File: src/rtl/march_pkg.sv
// Shared types and per-element constants for the March C- BIST controller.
package march_pkg;

   typedef enum logic [1:0] {
      S_IDLE,
      S_RUN,
      S_DRAIN,
      S_DONE
   } state_t;

   localparam logic [2:0] M0 = 3'd0;
   localparam logic [2:0] M1 = 3'd1;
   localparam logic [2:0] M2 = 3'd2;
   localparam logic [2:0] M3 = 3'd3;
   localparam logic [2:0] M4 = 3'd4;
   localparam logic [2:0] M5 = 3'd5;

   // Per-element flags, bit index = element number (bits 6/7 unused).
   // Direction: 1 = down (LAST_ADDR..0).
   localparam logic [7:0] ELEM_DOWN     = 8'b0001_1000;
   // Two ops per address (read then write) versus a single op.
   localparam logic [7:0] ELEM_TWO_OP   = 8'b0001_1110;
   // Element starts each address with a read (only M0 is write-only).
   localparam logic [7:0] ELEM_HAS_READ = 8'b0011_1110;
   // Expected read background is all ones.
   localparam logic [7:0] ELEM_RD_ONES  = 8'b0001_0100;
   // Write background is all ones.
   localparam logic [7:0] ELEM_WR_ONES  = 8'b0000_1010;

endpackage

File: src/rtl/march_bist_ctrl_if.sv
// Single-port test memory bus between the BIST initiator and the memory.
interface march_bist_ctrl_if #(
   parameter int DATA_WIDTH = 8,
   parameter int ADDR_WIDTH = 4
);
   logic                  write_read;
   logic [ADDR_WIDTH-1:0] address;
   logic [DATA_WIDTH-1:0] wdata;
   logic [DATA_WIDTH-1:0] rdata;

   modport master (output write_read, output address, output wdata, input rdata);
   modport slave  (input write_read, input address, input wdata, output rdata);
endinterface

File: src/rtl/march_cmp_pipe.sv
// Two-stage delay line aligning expected data with 2-cycle read data,
// plus first-failure capture and saturating miscompare count.
module march_cmp_pipe #(
   parameter int DATA_WIDTH = 8,
   parameter int ADDR_WIDTH = 4,
   parameter int CNT_WIDTH  = 8
) (
   input  logic                  clk,
   input  logic                  rst,
   input  logic                  clear,
   input  logic                  issue_valid,
   input  logic [DATA_WIDTH-1:0] issue_exp,
   input  logic [ADDR_WIDTH-1:0] issue_addr,
   input  logic [2:0]            issue_elem,
   input  logic [DATA_WIDTH-1:0] rdata,
   output logic                  fail,
   output logic [ADDR_WIDTH-1:0] fail_addr,
   output logic [2:0]            fail_element,
   output logic [DATA_WIDTH-1:0] fail_rdata,
   output logic [CNT_WIDTH-1:0]  fail_count
);
   localparam logic [CNT_WIDTH-1:0] CNT_MAX = '1;

   logic                  s1_vld, s2_vld;
   logic [DATA_WIDTH-1:0] s1_exp, s2_exp;
   logic [ADDR_WIDTH-1:0] s1_addr, s2_addr;
   logic [2:0]            s1_elem, s2_elem;
   logic                  miscompare;

   assign miscompare = s2_vld && (rdata != s2_exp);

   // Shift read descriptors so stage 2 lines up with returning rdata.
   always_ff @(posedge clk or posedge rst) begin
      if (rst) begin
         s1_vld  <= 1'b0;
         s2_vld  <= 1'b0;
         s1_exp  <= '0;
         s2_exp  <= '0;
         s1_addr <= '0;
         s2_addr <= '0;
         s1_elem <= '0;
         s2_elem <= '0;
      end else begin
         s1_vld  <= issue_valid;
         s1_exp  <= issue_exp;
         s1_addr <= issue_addr;
         s1_elem <= issue_elem;
         s2_vld  <= s1_vld;
         s2_exp  <= s1_exp;
         s2_addr <= s1_addr;
         s2_elem <= s1_elem;
      end
   end

   // Capture the first miscompare of a run and count all of them.
   always_ff @(posedge clk or posedge rst) begin
      if (rst) begin
         fail         <= 1'b0;
         fail_addr    <= '0;
         fail_element <= '0;
         fail_rdata   <= '0;
         fail_count   <= '0;
      end else if (clear) begin
         fail         <= 1'b0;
         fail_addr    <= '0;
         fail_element <= '0;
         fail_rdata   <= '0;
         fail_count   <= '0;
      end else if (miscompare) begin
         if (!fail) begin
            fail         <= 1'b1;
            fail_addr    <= s2_addr;
            fail_element <= s2_elem;
            fail_rdata   <= rdata;
         end
         if (fail_count != CNT_MAX) begin
            fail_count <= fail_count + CNT_WIDTH'(1);
         end
      end
   end

endmodule

File: src/rtl/march_bist_ctrl.sv
// March C- memory BIST initiator: sequences ops over 0..LAST_ADDR and
// checks read data through march_cmp_pipe.
//
//  state   | meaning
//  --------+------------------------------------------------------
//  S_IDLE  | waiting for start; bus idle, results held
//  S_RUN   | one memory op per cycle across elements M0..M5
//  S_DRAIN | two cycles retiring the final outstanding reads
//  S_DONE  | one-cycle done pulse, then back to idle
module march_bist_ctrl
   import march_pkg::*;
#(
   parameter int DATA_WIDTH = 8,
   parameter int ADDR_WIDTH = 4,
   parameter int LAST_ADDR  = 2**ADDR_WIDTH-1,
   parameter int CNT_WIDTH  = 8
) (
   input  logic                  clk,
   input  logic                  rst,
   input  logic                  start,
   output logic                  busy,
   output logic                  done,
   output logic                  fail,
   output logic [ADDR_WIDTH-1:0] fail_addr,
   output logic [2:0]            fail_element,
   output logic [DATA_WIDTH-1:0] fail_rdata,
   output logic [CNT_WIDTH-1:0]  fail_count,
   march_bist_ctrl_if.master     mem
);
   localparam logic [ADDR_WIDTH-1:0] ADDR_MAX = ADDR_WIDTH'(LAST_ADDR);

   state_t                state;
   logic [2:0]            elem;
   logic                  phase;
   logic                  drain_cnt;
   logic [ADDR_WIDTH-1:0] addr;
   logic                  write_read;
   logic [DATA_WIDTH-1:0] wdata;

   logic [2:0]            elem_nxt;
   logic                  at_end;
   logic                  last_op_at_addr;
   logic                  run_start;
   logic                  issue_valid;

   assign mem.write_read = write_read;
   assign mem.address    = addr;
   assign mem.wdata      = wdata;

   // Position within the current element.
   always_comb begin
      elem_nxt        = elem + 3'd1;
      at_end          = ELEM_DOWN[elem] ? (addr == '0) : (addr == ADDR_MAX);
      last_op_at_addr = !ELEM_TWO_OP[elem] || phase;
   end

   assign run_start   = (state == S_IDLE) && start;
   assign issue_valid = (state == S_RUN) && !write_read;

   // Sequencer FSM; every bus output is registered here.
   always_ff @(posedge clk or posedge rst) begin
      if (rst) begin
         state      <= S_IDLE;
         elem       <= M0;
         phase      <= 1'b0;
         drain_cnt  <= 1'b0;
         addr       <= '0;
         write_read <= 1'b0;
         wdata      <= '0;
         busy       <= 1'b0;
         done       <= 1'b0;
      end else begin
         done <= 1'b0;
         case (state)
            S_IDLE: begin
               if (start) begin
                  state      <= S_RUN;
                  busy       <= 1'b1;
                  elem       <= M0;
                  phase      <= 1'b0;
                  addr       <= '0;
                  write_read <= 1'b1;
                  wdata      <= '0;
               end
            end
            S_RUN: begin
               if (!last_op_at_addr) begin
                  phase      <= 1'b1;
                  write_read <= 1'b1;
               end else if (!at_end) begin
                  phase      <= 1'b0;
                  addr       <= ELEM_DOWN[elem] ? addr - ADDR_WIDTH'(1) : addr + ADDR_WIDTH'(1);
                  write_read <= !ELEM_HAS_READ[elem];
               end else if (elem == M5) begin
                  state      <= S_DRAIN;
                  drain_cnt  <= 1'b0;
                  write_read <= 1'b0;
               end else begin
                  // Write data leads by a cycle, so the new background
                  // must be on wdata from the element's first cycle.
                  elem       <= elem_nxt;
                  phase      <= 1'b0;
                  addr       <= ELEM_DOWN[elem_nxt] ? ADDR_MAX : '0;
                  write_read <= !ELEM_HAS_READ[elem_nxt];
                  wdata      <= {DATA_WIDTH{ELEM_WR_ONES[elem_nxt]}};
               end
            end
            S_DRAIN: begin
               if (drain_cnt) begin
                  state <= S_DONE;
                  busy  <= 1'b0;
                  done  <= 1'b1;
               end else begin
                  drain_cnt <= 1'b1;
               end
            end
            S_DONE: begin
               state <= S_IDLE;
            end
            default: begin
               state <= S_IDLE;
            end
         endcase
      end
   end

   march_cmp_pipe #(
      .DATA_WIDTH (DATA_WIDTH),
      .ADDR_WIDTH (ADDR_WIDTH),
      .CNT_WIDTH  (CNT_WIDTH)
   ) u_cmp (
      .clk          (clk),
      .rst          (rst),
      .clear        (run_start),
      .issue_valid  (issue_valid),
      .issue_exp    ({DATA_WIDTH{ELEM_RD_ONES[elem]}}),
      .issue_addr   (addr),
      .issue_elem   (elem),
      .rdata        (mem.rdata),
      .fail         (fail),
      .fail_addr    (fail_addr),
      .fail_element (fail_element),
      .fail_rdata   (fail_rdata),
      .fail_count   (fail_count)
   );

endmodule

File: src/flat_wrapper.sv
// flat-port wrapper written by rule: the top's interface ports become plain ports
module march_bist_ctrl_flat import march_pkg::*;
#(
   parameter int DATA_WIDTH = 8,
   parameter int ADDR_WIDTH = 4,
   parameter int LAST_ADDR  = 2**ADDR_WIDTH-1,
   parameter int CNT_WIDTH  = 8
)
  (clk, rst, start, busy, done, fail, fail_addr, fail_element, fail_rdata, fail_count, mem_write_read, mem_address, mem_wdata, mem_rdata);
  march_bist_ctrl_if #(.DATA_WIDTH(DATA_WIDTH), .ADDR_WIDTH(ADDR_WIDTH)) mem_i ();
  input  logic clk;
  input  logic rst;
  input  logic start;
  output logic busy;
  output logic done;
  output logic fail;
  output logic [ADDR_WIDTH-1:0] fail_addr;
  output logic [2:0] fail_element;
  output logic [DATA_WIDTH-1:0] fail_rdata;
  output logic [CNT_WIDTH-1:0] fail_count;
  output wire logic [$bits(mem_i.write_read)-1:0] mem_write_read;
  output wire logic [$bits(mem_i.address)-1:0] mem_address;
  output wire logic [$bits(mem_i.wdata)-1:0] mem_wdata;
  input wire logic [$bits(mem_i.rdata)-1:0] mem_rdata;
  assign mem_write_read = mem_i.write_read;
  assign mem_address = mem_i.address;
  assign mem_wdata = mem_i.wdata;
  assign mem_i.rdata = mem_rdata;
  march_bist_ctrl #(.DATA_WIDTH(DATA_WIDTH), .ADDR_WIDTH(ADDR_WIDTH), .LAST_ADDR(LAST_ADDR), .CNT_WIDTH(CNT_WIDTH)) u_core (.clk(clk), .rst(rst), .start(start), .busy(busy), .done(done), .fail(fail), .fail_addr(fail_addr), .fail_element(fail_element), .fail_rdata(fail_rdata), .fail_count(fail_count), .mem(mem_i));
endmodule
File: config.mk
export PLATFORM = sky130hd
export DESIGN_NAME = march_bist_ctrl_flat
export DESIGN_NICKNAME = d
export VERILOG_FILES = /design/src/rtl/march_pkg.sv /design/src/rtl/march_bist_ctrl_if.sv /design/src/rtl/march_cmp_pipe.sv /design/src/rtl/march_bist_ctrl.sv /design/src/flat_wrapper.sv
export SDC_FILE = /design/constraint.sdc
export NUM_CORES = 1
export LEC_CHECK = 0
export BUFFER_PORTS_ARGS = -buffer_cell sky130_fd_sc_hd__buf_2
export CAP_MARGIN = 15
export CORE_UTILIZATION = 48
export CTS_BUF_LIST = sky130_fd_sc_hd__clkbuf_8
export DETAILED_ROUTE_END_ITERATION = 12
export PLACE_DENSITY = 0.82
export SYNTH_ARGS = -nofsm -noshare
export SYNTH_HDL_FRONTEND = slang
export SYNTH_SLANG_ARGS = --single-unit
File: constraint.sdc
create_clock -name clk -period 2.8 [get_ports clk]
set_input_delay 0.56 -clock clk [delete_from_list [all_inputs] [get_ports clk]]
set_output_delay 0.56 -clock clk [all_outputs]
set_load 0.05 [all_outputs]
==> impl_summary.md <==
Timing
Setup repair after global routing left no endpoint under its margin. Between clock sinks in the finished design, the worst skew comes to 6.78 ps. The final number of max-transition violations is 0. Headroom to the max-slew limit came out at 0.585. The count of final hold-check violations is 0.

The final critical-path required period is 2480 ps. The final setup violation count is 0. Hold is met by 200 ps. The highest clock frequency the design can meet is 402 MHz.

The share of the clock period used by the worst path is 0.887. The transition at the pin with the smallest max-transition slack is 618 ps. In the final timing run, aggregate negative setup slack is 0 ps.

Power and ir drop
The worst-case IR drop observed on VDD is 0.404 mV. The power per cell area is 655 nW/um2. Summed over all cells, the static leakage comes to 1.58 nW.

Worst hold path
The tightest min-delay check is of the in2async type.

Global routing
The met3 usage is 0.0750. After global routing the overflow that remains totals 0. The global-route usage over all layers is 0.191.

Entering global routing, the biggest net connects 37 pins. For met1 alone, demand over resource in global routing was 0.251. The first global-routing pass estimated 8660 um of wire. The initial antenna violation count is 0. The number of global-route vias before repair was 1868. In this run the most used layer during global routing was met2.

In the global route stage, met2 resource usage came out at 0.287.

Die
50 I/O pins were placed. The die covers 5920 um2. After floorplanning, the core was sized to cover 5270 um2.

The die is 76.9 um tall. The initial utilization of the core area, before any placement, comes to 0.511. The number of placement rows is 26. The die is 76.9 um wide.

Clock tree
The TritonCTS clock tree is yes. The insertion delay of the later-clocked pin in the worst-skew pair is 340 ps. The H-tree was split into 3 levels. The number of gates resized after CTS was 0. The root buffer cell chosen for the clock tree is sky130_fd_sc_hd__clkbuf_8. The count of hold buffers inserted by post-cts repair is 0.

The number of buffers created by CTS is 9. The clock-pin transition on the worst setup and hold timing paths is 60 ps. Once the clock tree was built, the setup fixing pass inserted 0 buffers. The longest clock path from root to sink contains 2 buffers. Counting every sink on the clock net gives 57.

Logic synthesis
The synthesized instance count is 263. The synthesized netlist contains 48 unique library cells. The number of nets produced by synthesis is 285.

The most area-hungry cell type in the Yosys netlist is sky130_fd_sc_hd__dfrtp_1. The commonest register cell after synthesis is sky130_fd_sc_hd__dfrtp_1. The adder and majority gate portion of the synthesized area is 0.0539. The number of synthesized flops with an enable pin is 0. In this run the mean area of a mapped cell was 10.2 um2. The proportion of synthesized flip-flops having asynchronous set or reset is 1.00.

The compound-cell area share of the yosys netlist was 0.140. The mux contribution to synthesized area is 0.0348. The number of warnings printed during yosys synthesis is 0.

The mapped netlist covers 2700 um2. The share of synthesized area in the top cell type comes to 0.529. The share of synthesized cell area in and, or, nand and nor gates is 0.172.

In the post-synthesis netlist, the cell with the most instances is sky130_fd_sc_hd__dfrtp_1. The xor/xnor cell area share of the yosys netlist is 0.0195. By area the synthesized netlist is led by sky130_fd_sc_hd__dfrtp_1 53%, sky130_fd_sc_hd__o21ai_0 5.4%, sky130_fd_sc_hd__nand2_1 5.0%. The commonest cells after synthesis are 57 x sky130_fd_sc_hd__dfrtp_1, 36 x sky130_fd_sc_hd__nand2_1, 29 x sky130_fd_sc_hd__o21ai_0, 21 x sky130_fd_sc_hd__nand3_1, 18 x sky130_fd_sc_hd__nor2_1. The combinational family with the most area after synthesis is simple AND/OR/NAND/NOR gates. The number of synthesized register bits is 57. The share of the Yosys chip area taken by registers is 0.529.

Setup path
Of all nets on the critical path, the largest fanout is 6. The startpoint-to-endpoint class of the critical path is reg2reg. The capture instance of the worst register-to-register path is u_core.mem.address[3]. The type of element launching the critical path is a flip-flop.

The data arrival time of the critical path is 2710 ps. STA classifies the critical path endpoint as a flip-flop. Setup slack on the worst reg-to-reg path comes out at 320 ps. The worst reg-to-reg path cell count is 9. The required time of the critical path is 3030 ps. The source of the worst register-to-register timing path is u_core.elem[1].

Place
The detailed-placement wirelength estimate is 3570 um. The weighted congestion reported at the end of routability-driven placement is 0.861. The number of buffers inserted by port buffering is 49.

Cells and area
In the final layout, the share of cells above drive strength 1 is 0.264. After the last flow step, the layout net total stands at 335. The core utilization of the finished layout is 0.608. Compared with the post-synthesis result, the final layout area differs by 18.9%. Registers take 1430 um2. The area of the multi-input gates is 1130 um2. The number of inserted diodes is 0. The number of filler instances in the final layout is 436.

Route
The first-pass iteration count of the detailed router is 5. Detailed routing inserted a total of 2091 vias. The detail route stage leaves a number of antenna-violating nets equal to 0.

Wires add up to 5200 um. Dividing the detail-routed wire length by the instance count gives 13.4 um. The residual DRC count is 0. After detailed routing, the number of vias per cell comes to 5.39. After the first detailed-routing iteration, the DRC count stood at 189.

Job
Max-cap violations in this run came to 0.

Run status
The flow ran to the end, and the final reports show no timing, DRC or antenna violations.
==> through the flow <==
stage                     instances  power, mW  setup slack, ps  cell area, um2
after floorplan                 263       1.18              458            2700
after detailed placement        372       1.27              342            2980
final                           388       2.10              315            3210
after CTS                       388       2.12              320            3210
after global placement          372       1.26              448            2980
after global routing            388       2.19              165            3210
==> placed cells by master, fill, tap and decap left out, types with 2 or more instances in the layout <==
master                      instances
sky130_fd_sc_hd__a21oi_1            5
sky130_fd_sc_hd__a31o_2             3
sky130_fd_sc_hd__a31oi_1            3
sky130_fd_sc_hd__a32o_1             2
sky130_fd_sc_hd__and2_1             2
sky130_fd_sc_hd__and3_1             2
sky130_fd_sc_hd__and4_1             2
sky130_fd_sc_hd__buf_2             49
sky130_fd_sc_hd__buf_4              6
sky130_fd_sc_hd__bufinv_16          2
sky130_fd_sc_hd__clkbuf_8          11
sky130_fd_sc_hd__dfrtp_1           57
sky130_fd_sc_hd__ha_1              10
sky130_fd_sc_hd__inv_1             14
sky130_fd_sc_hd__mux2_2             3
sky130_fd_sc_hd__mux2_4             2
sky130_fd_sc_hd__mux2i_1            3
sky130_fd_sc_hd__nand2_1           36
sky130_fd_sc_hd__nand3_1           21
sky130_fd_sc_hd__nand4_1            3
sky130_fd_sc_hd__nor2_1            18
sky130_fd_sc_hd__nor3_1             3
sky130_fd_sc_hd__o21ai_0           29
sky130_fd_sc_hd__o31ai_1            2
sky130_fd_sc_hd__or3_1              2
sky130_fd_sc_hd__xnor2_1            4
sky130_fd_sc_hd__xor2_1             2
==> worst max-delay path by stage <==
| stage | startpoint | to | slack [ps] | depth (start not counted) |
|---|---|---|---|---|
| global route | u_core.elem[1] | u_core.mem.address[3] | 170 | 9 |
| detailed placement | u_core.elem[1] | u_core.mem.address[3] | 340 | 9 |
| floorplan | u_core.mem.address[0] | u_core.state[1] | 460 | 5 |
| finish | u_core.elem[1] | u_core.mem.address[3] | 320 | 9 |
| CTS | u_core.elem[1] | u_core.mem.address[3] | 320 | 9 |
| global placement | u_core.elem[1] | u_core.mem.address[3] | 450 | 9 |
==> cell families (layout without fill, tap and decap cells) <==
family                     Yosys count  after routing
xor gates and xnor gates             6              6
muxes                                8              8
and+or+nand+nor                     97             97
AOI/OAI and AO/OA                   56             56
adders and majority gates           11             11
buffers and inverters               28             83
DFF                                 57             57
==> cell type report <==
cell class / count / share of cell area
Sequential cell: 57 / 0.445
Multi-Input combinational cell: 178 / 0.354
Clock buffer: 11 / 0.0472
Inverter: 12 / 0.0141
Timing Repair Buffer: 55 / 0.0906
Clock inverter: 5 / 0.0222
Tap cell: 70 / 0.0273
==> sequential cells by signal, indices dropped and copies added, names as in the netlist, 2 cells and up <==
name,flops
u_core.mem.address,4
u_core.u_cmp.fail_addr,4
u_core.u_cmp.fail_count,8
u_core.state,2
u_core.elem,3
u_core.u_cmp.s1_elem,3
u_core.u_cmp.s1_addr,4
u_core.u_cmp.fail_rdata,8
u_core.u_cmp.fail_element,3
u_core.u_cmp.s2_addr,4
u_core.u_cmp.s2_elem,3
==> worst max-delay path: stages, from the launching register on <==
cell	delay, ps
sky130_fd_sc_hd__dfrtp_1	430
sky130_fd_sc_hd__inv_1	130
sky130_fd_sc_hd__ha_1	250
sky130_fd_sc_hd__mux2_2	350
sky130_fd_sc_hd__ha_1	290
sky130_fd_sc_hd__a21o_2	210
sky130_fd_sc_hd__a21oi_1	180
sky130_fd_sc_hd__xnor2_1	100
sky130_fd_sc_hd__a31o_2	240
sky130_fd_sc_hd__a32o_1	200
==> report_power, final <==
group	internal, mW	leakage, nW	total (mW)	switching (mW)
Combinational	0.0824	0.767	0.322	0.239
Clock	0.540	0.123	0.853	0.313
Sequential	0.869	0.691	0.926	0.0568
==> metal layers <==
metal / vias to the layer above / wire (um)
li1: 1022 / -
met4: 0 / 70
met1: 978 / 2390
met3: 10 / 377
met2: 81 / 2360
met5: - / 0
(Power assumes the default switching activity.)
